--- config.mk ---
export PLATFORM = sky130hd
export DESIGN_NAME = ff_sched_flat
export DESIGN_NICKNAME = d
export VERILOG_FILES = /design/src/rtl/ff_sched_if.sv /design/src/rtl/ff_sched.sv /design/src/flat_wrapper.sv
export SDC_FILE = /design/constraint.sdc
export NUM_CORES = 1
export LEC_CHECK = 0
export ABC_AREA = 1
export ABC_CLOCK_PERIOD_IN_PS = 1700
export CORE_UTILIZATION = 38
export DETAILED_ROUTE_END_ITERATION = 6
export GPL_TIMING_DRIVEN = 0
export HOLD_SLACK_MARGIN = 0.12
export PLACE_DENSITY_LB_ADDON = 0.05
export SYNTH_ARGS = -nofsm -noshare
export SYNTH_HDL_FRONTEND = slang
export SYNTH_SLANG_ARGS = --single-unit
--- constraint.sdc ---
create_clock -name clk -period 1.7 [get_ports clk]
set_input_delay 0.425 -clock clk [delete_from_list [all_inputs] [get_ports clk]]
set_output_delay 0.425 -clock clk [all_outputs]
set_load 0.03 [all_outputs]
--- src/rtl/ff_sched_if.sv ---
// -----------------------------------------------------------------------------
// ff_sched_if
// Bundles the request, fitness-unit and response channels of ff_sched.
//
// Handshake semantics (both req_* and rsp_*): a transfer happens on a rising
// clock edge where valid and ready are both 1. A source holds valid and its
// payload stable until the transfer. The scheduler's req_ready is combinational
// from req_valid; rsp_valid never depends on rsp_ready.
//
// Optional best-tracking signals exist only when FF_SCHED_BEST_EN is defined.
//
// Modports:
//   master : the scheduler side (drives req_ready, ff_*, rsp_*, best_*)
//   slave  : the environment side (requesters, fitness unit, response sink)
// -----------------------------------------------------------------------------
interface ff_sched_if #(
  parameter int INPUT_WIDTH = 8,
  parameter int NUM_REQ     = 4
);
  localparam int OUTPUT_WIDTH = (INPUT_WIDTH + 1) * 3;
  localparam int ID_WIDTH     = (NUM_REQ > 1) ? $clog2(NUM_REQ) : 1;

  logic [NUM_REQ-1:0]             req_valid;
  logic [NUM_REQ*INPUT_WIDTH-1:0] req_chrom;
  logic [NUM_REQ-1:0]             req_ready;
  logic [INPUT_WIDTH-1:0]         ff_chrom;
  logic                           ff_enable;
  logic [OUTPUT_WIDTH-1:0]        ff_fitness;
  logic                           rsp_valid;
  logic                           rsp_ready;
  logic [ID_WIDTH-1:0]            rsp_id;
  logic [INPUT_WIDTH-1:0]         rsp_chrom;
  logic [OUTPUT_WIDTH-1:0]        rsp_fitness;
`ifdef FF_SCHED_BEST_EN
  logic                           best_clr;
  logic                           best_valid;
  logic [OUTPUT_WIDTH-1:0]        best_fitness;
  logic [INPUT_WIDTH-1:0]         best_chrom;
  logic [ID_WIDTH-1:0]            best_id;

  modport master (
    input  req_valid, req_chrom, ff_fitness, rsp_ready, best_clr,
    output req_ready, ff_chrom, ff_enable, rsp_valid, rsp_id, rsp_chrom,
           rsp_fitness, best_valid, best_fitness, best_chrom, best_id
  );
  modport slave (
    output req_valid, req_chrom, ff_fitness, rsp_ready, best_clr,
    input  req_ready, ff_chrom, ff_enable, rsp_valid, rsp_id, rsp_chrom,
           rsp_fitness, best_valid, best_fitness, best_chrom, best_id
  );
`else
  modport master (
    input  req_valid, req_chrom, ff_fitness, rsp_ready,
    output req_ready, ff_chrom, ff_enable, rsp_valid, rsp_id, rsp_chrom,
           rsp_fitness
  );
  modport slave (
    output req_valid, req_chrom, ff_fitness, rsp_ready,
    input  req_ready, ff_chrom, ff_enable, rsp_valid, rsp_id, rsp_chrom,
           rsp_fitness
  );
`endif
endinterface

--- src/rtl/ff_sched.sv ---
// -----------------------------------------------------------------------------
// ff_sched
// Round-robin scheduler sharing one single-cycle, registered, enable-gated
// fitness unit among NUM_REQ chromosome requesters. One chromosome per
// transaction: IDLE (grant) -> ISSUE (enable) -> CAPTURE -> RESP.
//
// Ports:
//   clk         rising-edge clock
//   rst_n       asynchronous active-low reset
//   bus         ff_sched_if.master: request, fitness-unit and response channels
//   o_dbg_state current FSM state (0 IDLE, 1 ISSUE, 2 CAPTURE, 3 RESP)
//
// Optional feature macro: FF_SCHED_BEST_EN -- tracks the best (strictly
// greatest unsigned) fitness returned so far, clearable by bus.best_clr.
// -----------------------------------------------------------------------------
module ff_sched #(
  parameter int INPUT_WIDTH = 8,
  parameter int NUM_REQ     = 4
) (
  input  logic       clk,
  input  logic       rst_n,
  ff_sched_if.master bus,
  output logic [1:0] o_dbg_state
);
  localparam int OUTPUT_WIDTH = (INPUT_WIDTH + 1) * 3;
  localparam int ID_WIDTH     = (NUM_REQ > 1) ? $clog2(NUM_REQ) : 1;

  localparam logic [1:0] ST_IDLE    = 2'd0;
  localparam logic [1:0] ST_ISSUE   = 2'd1;
  localparam logic [1:0] ST_CAPTURE = 2'd2;
  localparam logic [1:0] ST_RESP    = 2'd3;

  logic [1:0]              r_state;
  logic [ID_WIDTH-1:0]     r_ptr;
  logic [INPUT_WIDTH-1:0]  r_ff_chrom;
  logic [ID_WIDTH-1:0]     r_rsp_id;
  logic [INPUT_WIDTH-1:0]  r_rsp_chrom;
  logic [OUTPUT_WIDTH-1:0] r_rsp_fitness;

  logic [NUM_REQ-1:0]      w_gnt;
  logic                    w_found;
  logic [ID_WIDTH-1:0]     w_gnt_idx;
  logic [INPUT_WIDTH-1:0]  w_gnt_chrom;
  logic [ID_WIDTH-1:0]     w_ptr_nxt;
  logic                    w_rsp_hs;

  // Rotating priority without a variable index: first pass looks at
  // requesters at or above the pointer, second pass wraps to those below it.
  // Gating with rst_n keeps req_ready low for the whole reset assertion.
  always_comb begin
    w_gnt       = '0;
    w_found     = 1'b0;
    w_gnt_idx   = '0;
    w_gnt_chrom = '0;
    if (rst_n && (r_state == ST_IDLE)) begin
      for (int i = 0; i < NUM_REQ; i++) begin
        if (!w_found && bus.req_valid[i] && (ID_WIDTH'(i) >= r_ptr)) begin
          w_found     = 1'b1;
          w_gnt[i]    = 1'b1;
          w_gnt_idx   = ID_WIDTH'(i);
          w_gnt_chrom = bus.req_chrom[i*INPUT_WIDTH +: INPUT_WIDTH];
        end
      end
      for (int i = 0; i < NUM_REQ; i++) begin
        if (!w_found && bus.req_valid[i] && (ID_WIDTH'(i) < r_ptr)) begin
          w_found     = 1'b1;
          w_gnt[i]    = 1'b1;
          w_gnt_idx   = ID_WIDTH'(i);
          w_gnt_chrom = bus.req_chrom[i*INPUT_WIDTH +: INPUT_WIDTH];
        end
      end
    end
  end

  // Pointer moves just past the winner, wrapping at NUM_REQ-1 (stays 0 when
  // NUM_REQ is 1).
  always_comb begin
    w_ptr_nxt = '0;
    if (w_gnt_idx != ID_WIDTH'(NUM_REQ - 1)) begin
      w_ptr_nxt = w_gnt_idx + 1'b1;
    end
  end

  always_ff @(posedge clk or negedge rst_n) begin
    if (!rst_n) begin
      r_state       <= ST_IDLE;
      r_ptr         <= '0;
      r_ff_chrom    <= '0;
      r_rsp_id      <= '0;
      r_rsp_chrom   <= '0;
      r_rsp_fitness <= '0;
    end else begin
      case (r_state)
        ST_IDLE: begin
          if (w_found) begin
            r_ff_chrom <= w_gnt_chrom;
            r_rsp_id   <= w_gnt_idx;
            r_ptr      <= w_ptr_nxt;
            r_state    <= ST_ISSUE;
          end
        end
        // The unit registers its result at the end of ISSUE, so the value
        // on ff_fitness during CAPTURE belongs to this transaction.
        ST_ISSUE: r_state <= ST_CAPTURE;
        ST_CAPTURE: begin
          r_rsp_fitness <= bus.ff_fitness;
          r_rsp_chrom   <= r_ff_chrom;
          r_state       <= ST_RESP;
        end
        ST_RESP: begin
          if (bus.rsp_ready) begin
            r_state <= ST_IDLE;
          end
        end
        default: r_state <= ST_IDLE;
      endcase
    end
  end

  assign w_rsp_hs        = (r_state == ST_RESP) && bus.rsp_ready;

  assign bus.req_ready   = w_gnt;
  assign bus.ff_chrom    = r_ff_chrom;
  assign bus.ff_enable   = (r_state == ST_ISSUE);
  assign bus.rsp_valid   = (r_state == ST_RESP);
  assign bus.rsp_id      = r_rsp_id;
  assign bus.rsp_chrom   = r_rsp_chrom;
  assign bus.rsp_fitness = r_rsp_fitness;
  assign o_dbg_state     = r_state;

`ifdef FF_SCHED_BEST_EN
  logic                    r_best_valid;
  logic [OUTPUT_WIDTH-1:0] r_best_fitness;
  logic [INPUT_WIDTH-1:0]  r_best_chrom;
  logic [ID_WIDTH-1:0]     r_best_id;

  // Clear wins over a same-cycle update; ties keep the older entry.
  always_ff @(posedge clk or negedge rst_n) begin
    if (!rst_n) begin
      r_best_valid   <= 1'b0;
      r_best_fitness <= '0;
      r_best_chrom   <= '0;
      r_best_id      <= '0;
    end else if (bus.best_clr) begin
      r_best_valid <= 1'b0;
    end else if (w_rsp_hs && (!r_best_valid || (r_rsp_fitness > r_best_fitness))) begin
      r_best_valid   <= 1'b1;
      r_best_fitness <= r_rsp_fitness;
      r_best_chrom   <= r_rsp_chrom;
      r_best_id      <= r_rsp_id;
    end
  end

  assign bus.best_valid   = r_best_valid;
  assign bus.best_fitness = r_best_fitness;
  assign bus.best_chrom   = r_best_chrom;
  assign bus.best_id      = r_best_id;
`else
  logic w_unused_hs;
  assign w_unused_hs = w_rsp_hs;
`endif
endmodule

--- src/flat_wrapper.sv ---
// flat-port wrapper written by rule: the top's interface ports become plain ports
module ff_sched_flat 
#(
  parameter int INPUT_WIDTH = 8,
  parameter int NUM_REQ     = 4
)
  (clk, rst_n, o_dbg_state, bus_req_valid, bus_req_chrom, bus_ff_fitness, bus_rsp_ready, bus_req_ready, bus_ff_chrom, bus_ff_enable, bus_rsp_valid, bus_rsp_id, bus_rsp_chrom, bus_rsp_fitness);
  ff_sched_if #(.INPUT_WIDTH(INPUT_WIDTH), .NUM_REQ(NUM_REQ)) bus_i ();
  input  logic clk;
  input  logic rst_n;
  output logic [1:0] o_dbg_state;
  input wire logic [$bits(bus_i.req_valid)-1:0] bus_req_valid;
  input wire logic [$bits(bus_i.req_chrom)-1:0] bus_req_chrom;
  input wire logic [$bits(bus_i.ff_fitness)-1:0] bus_ff_fitness;
  input wire logic [$bits(bus_i.rsp_ready)-1:0] bus_rsp_ready;
  output wire logic [$bits(bus_i.req_ready)-1:0] bus_req_ready;
  output wire logic [$bits(bus_i.ff_chrom)-1:0] bus_ff_chrom;
  output wire logic [$bits(bus_i.ff_enable)-1:0] bus_ff_enable;
  output wire logic [$bits(bus_i.rsp_valid)-1:0] bus_rsp_valid;
  output wire logic [$bits(bus_i.rsp_id)-1:0] bus_rsp_id;
  output wire logic [$bits(bus_i.rsp_chrom)-1:0] bus_rsp_chrom;
  output wire logic [$bits(bus_i.rsp_fitness)-1:0] bus_rsp_fitness;
  assign bus_i.req_valid = bus_req_valid;
  assign bus_i.req_chrom = bus_req_chrom;
  assign bus_i.ff_fitness = bus_ff_fitness;
  assign bus_i.rsp_ready = bus_rsp_ready;
  assign bus_req_ready = bus_i.req_ready;
  assign bus_ff_chrom = bus_i.ff_chrom;
  assign bus_ff_enable = bus_i.ff_enable;
  assign bus_rsp_valid = bus_i.rsp_valid;
  assign bus_rsp_id = bus_i.rsp_id;
  assign bus_rsp_chrom = bus_i.rsp_chrom;
  assign bus_rsp_fitness = bus_i.rsp_fitness;
  ff_sched #(.INPUT_WIDTH(INPUT_WIDTH), .NUM_REQ(NUM_REQ)) u_core (.clk(clk), .rst_n(rst_n), .bus(bus_i), .o_dbg_state(o_dbg_state));
endmodule
==> results of run 1 <==
[what timing repair did]
item / 4_1_cts / 5_1_grt
setup endpoints to repair: 95 / 11
pin swaps: 11 / 6
hold buffers: 2 / 0
setup buffers: 9 / 3
gates resized for setup: 105 / 13
hold endpoints to repair: 12 / 0
[cells in the mapped netlist]
library cell  number
nor2_2             1
ha_1               5
buf_6              2
clkinv_1           1
nand3_1           18
clkbuf_1           7
nand2_4            1
dfrtp_1           49
buf_2              5
nand4_2            2
nand2_1          186
inv_1             36
nor2_4             1
nand2_2            5
nand4_1           17
nor2_8             1
a21oi_1            8
nand3_2            2
nor2_1            35
or2_2              1
inv_2              2
o21ai_0            1
[routing by layer]
layer | GRT usage [%] | part of all wire [%] | vias to the layer above | wire length, µm
li1 | - | - | 1459 | -
met1 | 26.8 | 44 | 1293 | 3400
met2 | 37.6 | 49 | 101 | 3810
met3 | 4.10 | 6.3 | 8 | 492
met4 | 8.03 | 1.2 | 0 | 97
met5 | 0 | 0 | - | 0
[cell type report]
class,count,area (µm²)
multi-input combinational,284,1390
clock buffer,5,68.8
sequential,49,1230
inverter,39,150
timing repair buffer,131,1260
clock inverter,3,21.3
tap,96,120
buffer,13,91.3
fill,647,2500
[worst min path at each step]
stage	to	slack (ps)	depth (start not counted)
floorplan	u_core.bus.ff_chrom[0]	130	0
global placement	u_core.bus.rsp_fitness[8]	450	2
detailed placement	u_core.bus.rsp_fitness[5]	350	1
CTS	u_core.bus.rsp_chrom[4]	170	3
global route	u_core.bus.rsp_chrom[4]	180	3
finish	u_core.bus.rsp_chrom[4]	170	3
[placed cells by master (no fill, tap or decap), drive strengths merged]
cell type / netlist / final
nand2: 192 / 192
clkdlybuf4s50: 0 / 60
dlygate4sd2: 0 / 50
dfrtp: 49 / 49
inv: 38 / 39
nor2: 38 / 38
buf: 7 / 26
nand3: 20 / 20
nand4: 19 / 19
clkbuf: 7 / 11
a21oi: 8 / 8
ha: 5 / 5
clkinv: 1 / 2
o21ai: 1 / 1
or2: 1 / 1
clkinvlp: 0 / 1
dlygate4sd3: 0 / 1
clkdlybuf4s15: 0 / 1
[kinds of logic (layout without fill, tap and decap cells)]
| kind of cell | count (synthesis) | in the layout | synth area share, % |
|---|---|---|---|
| flip-flops | 49 | 49 | 45.2 |
| AO/OA/AOI/OAI | 9 | 9 | 1.66 |
| adder cells (fa/ha/maj) | 5 | 5 | 2.31 |
| AND/OR/NAND/NOR | 270 | 270 | 42.7 |
| buffers and inverters | 53 | 191 | 8.12 |
[critical path, cell delays in order]
cell	delay (ps)
dlygate4sd2_1	400
inv_1	170
buf_4	220
nand3_4	90
nand3_2	80
nand2_2	100
nand3_4	80
inv_4	60
buf_6	120
[report_power, final]
part           switching [mW]  internal [mW]  leakage [nW]  total (mW)
Sequential              0.319           1.73         0.605        2.05
Clock                   0.410          0.293        0.0445       0.703
Combinational            2.75           1.46          1.73        4.21
Total                    3.48           3.48          2.38        6.96
[sequential cells by signal (all words and copies together), names as in the netlist]
signal and count:
u_core.r_ptr 2, u_core.o_dbg_state 2, u_core.bus.rsp_id 2, u_core.bus.rsp_chrom 8, u_core.bus.rsp_fitness 27, u_core.bus.ff_chrom 8
==> flow_metrics.env, run 1 <==
export IMPL_status="finished, violations left"
export IMPL_violations="setup timing"
export IMPL_postRouteAntennaNets=0
export IMPL_hold_path_class="in -> async"
export IMPL_fin_crit_ps=2180
export IMPL_drtPass1Iterations=4
export IMPL_synth_warnings=0
export IMPL_cts_tree="yes"
export IMPL_io_buffer_count=117
export IMPL_clock_sinks=49
export IMPL_cts_inserted_buffers=5
export IMPL_wl_per_cell_um=12.6
export IMPL_rr_worst_depth=11
export IMPL_core_um2=6830
export IMPL_grt_total_usage_pct=21.7
export IMPL_gp_congestion=0.936
export IMPL_avgSynthCellArea_um2=7.02
export IMPL_yosys_top_cells_area="dfrtp_1 (45%), nand2_1 (26%), inv_1 (5.0%)"
export IMPL_period_share_pct=128
export IMPL_fin_tns_setup_ps=-1450
export IMPL_post_drt_via_cell_ratio=4.61
export IMPL_worstMarginPinSlew_ps=601
export IMPL_setup_violations=4
export IMPL_die_w_um=86.5
export IMPL_rr_endpoint="u_core.bus.ff_chrom[7]"
export IMPL_h_tree_depth=2
export IMPL_timing_fmax_ghz=0.460
export IMPL_pre_cts_ws_ps=-1390
export IMPL_num_vias=2861
export IMPL_synth_top_area_cell="dfrtp_1"
export IMPL_timing_critical_path_from="bus_req_valid[0]"
export IMPL_grt_pass1_vias=2770
export IMPL_maxSlewViolCount=0
export IMPL_grt_max_degree=38
export IMPL_synth_seq_cells=49
export IMPL_clkTransAtPathRegs_ps=100
export IMPL_drive_gt1_share_pct=14.5
export IMPL_fin_skew_ps=7.40
export IMPL_hold_viol_final=0
export IMPL_final_nets=594
export IMPL_utilization_pct=63.3
export IMPL_dp_cells=600
export IMPL_dp_hpwl_um=5550
export IMPL_syn_area_um2=2710
export IMPL_netlist_instances=386
export IMPL_power_total_mw=6.96
export IMPL_fin_cells=620
export IMPL_cp_data_required_time_ps=1270
export IMPL_max_slew_margin_rel_pct=59.8
export IMPL_drcViolationCount=0
export IMPL_wl_um=7800
export IMPL_insertion_delay_ps=300
export IMPL_ys_types=22
export IMPL_die_height_um=86.5
export IMPL_design_area_um2=4330
export IMPL_powerDensity_nw_per_um2=1610
export IMPL_synth_sequential_area_ratio_pct=45.2
export IMPL_finalWorstSetupSlack_ps=-476
export IMPL_antenna_cells=0
export IMPL_leakagePower_nw=2.38
export IMPL_crit_path_max_fanout=10
export IMPL_place_area_um2=4070
export IMPL_synth_top_area_share_pct=45.2
export IMPL_grt_pass1_wl_um=12800
export IMPL_overflow=0
export IMPL_rsz0062_at_grt="yes"
export IMPL_clockRootBuffer="clkbuf_8"
export IMPL_io_pins=119
export IMPL_regToRegSetupSlack_ps=20
export IMPL_rows=30
export IMPL_die_area_um2=7480
export IMPL_vdd_drop_max_uv=711
export IMPL_synth_nets=457
export IMPL_setup_worst_path_start_class="input port"
export IMPL_worstSetupPathType="in -> out"
export IMPL_antenna_found_initial=0
export IMPL_cts_buffer_depth=2
export IMPL_cp_arrival_ps=1750
export IMPL_start_util_pct=39.7
export IMPL_area_delta_synth_final_pct=59.6
export IMPL_endpoint="bus_req_ready[2]"
export IMPL_timing_hold_ws_ps=175
export IMPL_r2r_start="u_core.r_ptr[1]"
export IMPL_drv_cap=0
export IMPL_cp_end_kind="output pin"
export IMPL_drt_iter0_markers=129
Note: power is estimated with default switching activity, not from simulation.
==> run 2, diff against run 1 <==
--- a/config.mk
+++ b/config.mk
@@ -9,7 +9,6 @@
 export ABC_CLOCK_PERIOD_IN_PS = 1700
 export CORE_UTILIZATION = 38
 export DETAILED_ROUTE_END_ITERATION = 6
-export GPL_TIMING_DRIVEN = 0
 export HOLD_SLACK_MARGIN = 0.12
 export PLACE_DENSITY_LB_ADDON = 0.05
 export SYNTH_ARGS = -nofsm -noshare
==> flow_metrics.env, run 2 (synthesized netlist as in run 1, its figures left out) <==
export IMPL_fin_tns_setup_ps=-1230
export IMPL_antenna_found_initial=0
export IMPL_clkTransAtPathRegs_ps=90
export IMPL_largest_reg_flops=27
export IMPL_rsz0062_at_grt="yes"
export IMPL_cp_end_kind="output pin"
export IMPL_fin_skew_ps=4.90
export IMPL_crit_chain="nand2_2 > nand2_4 > nand2_4 > nor2_8 > nand3_4 > nand3_2 > nand2_2 > nand3_4 > inv_4 > buf_6"
export IMPL_pre_cts_ws_ps=-529
export IMPL_postRouteAntennaNets=0
export IMPL_drv_cap=0
export IMPL_slowest_delay_ps=420
export IMPL_finalWorstSetupSlack_ps=-381
export IMPL_die_height_um=86.5
export IMPL_drcViolationCount=0
export IMPL_cp_data_required_time_ps=1270
export IMPL_final_nets=613
export IMPL_status="finished, violations left"
export IMPL_insertion_delay_ps=300
export IMPL_cts_buffer_depth=2
export IMPL_core_um2=6830
export IMPL_die_w_um=86.5
export IMPL_path_buf_inv=2
export IMPL_layout_common_cells="nand2_1 (180), clkdlybuf4s50_1 (60), dlygate4sd2_1 (51), dfrtp_1 (45), buf_4 (40)"
export IMPL_drtPass1Iterations=4
export IMPL_final_common_cell="nand2_1"
export IMPL_io_pins=119
export IMPL_start_util_pct=39.7
export IMPL_post_drt_via_cell_ratio=4.55
export IMPL_wl_um=7920
export IMPL_die_area_um2=7480
export IMPL_gp_congestion=0.839
export IMPL_dp_hpwl_um=5880
export IMPL_slowest_stage="dfrtp_2"
export IMPL_wl_per_cell_um=12.4
export IMPL_grt_pass1_wl_um=12700
export IMPL_io_buffer_count=118
export IMPL_timing_fmax_ghz=0.480
export IMPL_h_tree_depth=2
export IMPL_worstMarginPinSlew_ps=607
export IMPL_antenna_cells=0
export IMPL_setup_violations=5
export IMPL_hold_path_class="in -> async"
export IMPL_powerDensity_nw_per_um2=1610
export IMPL_clock_sinks=49
export IMPL_hold_buffers=0
export IMPL_cts_tree="yes"
export IMPL_overflow=0
export IMPL_fin_crit_ps=2080
export IMPL_violations="setup timing"
export IMPL_drt_iter0_markers=211
export IMPL_max_slew_margin_rel_pct=59.5
export IMPL_leakagePower_nw=2.49
export IMPL_num_vias=2905
export IMPL_rows=30
export IMPL_cp_arrival_ps=1660
export IMPL_cts_inserted_buffers=5
export IMPL_grt_pass1_vias=2715
export IMPL_vdd_drop_max_uv=673
export IMPL_period_share_pct=122
export IMPL_worstSetupPathType="reg -> out"
export IMPL_drive_gt1_share_pct=19.5
export IMPL_crit_path_max_fanout=5
export IMPL_crit_family="simple AND/OR/NAND/NOR gates"
export IMPL_maxSlewViolCount=0
export IMPL_hold_viol_final=0
export IMPL_grt_total_usage_pct=21.6
export IMPL_grt_max_degree=50
export IMPL_setup_worst_path_start_class="flop"
export IMPL_clockRootBuffer="clkbuf_8"
export IMPL_area_delta_synth_final_pct=67.1
run 2: worst register-to-register path, stage by stage, from the launching register on:
cell and delay (ps):
dfrtp_2 420, nor2_4 60, nand2_4 100, buf_4 180, clkinvlp_4 160, buf_4 160
nand2_1 40, nand2_1 50, nor2_1 90, nand2_1 50, nor2_1 100, nand2_1 70
nand2_1 80, nand2_1 50
run 2: timing repair:
action | in CTS | in global routing
pin swaps | 7 | 11
buffers inserted | 4 | 10
endpoints found under the setup margin | 61 | 17
gates cloned | 1 | 0
gates resized for setup | 73 | 28
hold endpoints to repair | 0 | 0
run 2: report_power, final:
group	internal [mW]	total (mW)	switching, mW
logic	1.71	4.54	2.83
registers	1.73	2.04	0.318
clock network	0.291	0.697	0.406
total	3.72	7.28	3.55
run 2: cell type report:
class	count	area, µm²
clock inverter	2	15.0
fill	625	2300
tap	96	120
inverter	39	156
clock buffer	6	72.6
sequential	49	1230
timing repair buffer	163	1510
multi-input combinational	284	1420
run 2: through the flow:
stage	hold slack (ps)	std cells	utilization, %	cell area [µm²]	power, mW
after global routing	321	639	66.3	4530	7.81
after CTS	300	631	64.3	4390	7.15
final	284	639	66.3	4530	7.28
after global placement	453	620	62.0	4240	6.60
after floorplan	129	386	-	2760	4.71
after detailed placement	458	620	62.0	4240	6.67
run 2: worst paths after layout:
path	slack (ps)	cells after the start	end	startpoint
min reg2reg	470	2	u_core.bus.rsp_chrom[0]	u_core.bus.rsp_chrom[0]
max in group asynchronous	980	2	u_core.r_ptr[0]	rst_n
min	280	2	u_core.bus.ff_chrom[0]	rst_n
max reg2reg	-10	13	u_core.bus.ff_chrom[0]	u_core.r_ptr[0]
max	-380	10	bus_req_ready[2]	u_core.r_ptr[0]
min in group clk	470	2	u_core.bus.rsp_chrom[0]	u_core.bus.rsp_chrom[0]
run 2: per-layer routing:
| layer | GRT usage [%] | vias up | part of all wire (%) |
|---|---|---|---|
| li1 | - | 1499 | - |
| met1 | 28.0 | 1305 | 46 |
| met2 | 37.1 | 91 | 47 |
| met3 | 3.33 | 10 | 5.3 |
| met4 | 6.67 | 0 | 1.7 |
| met5 | 0 | - | 0 |
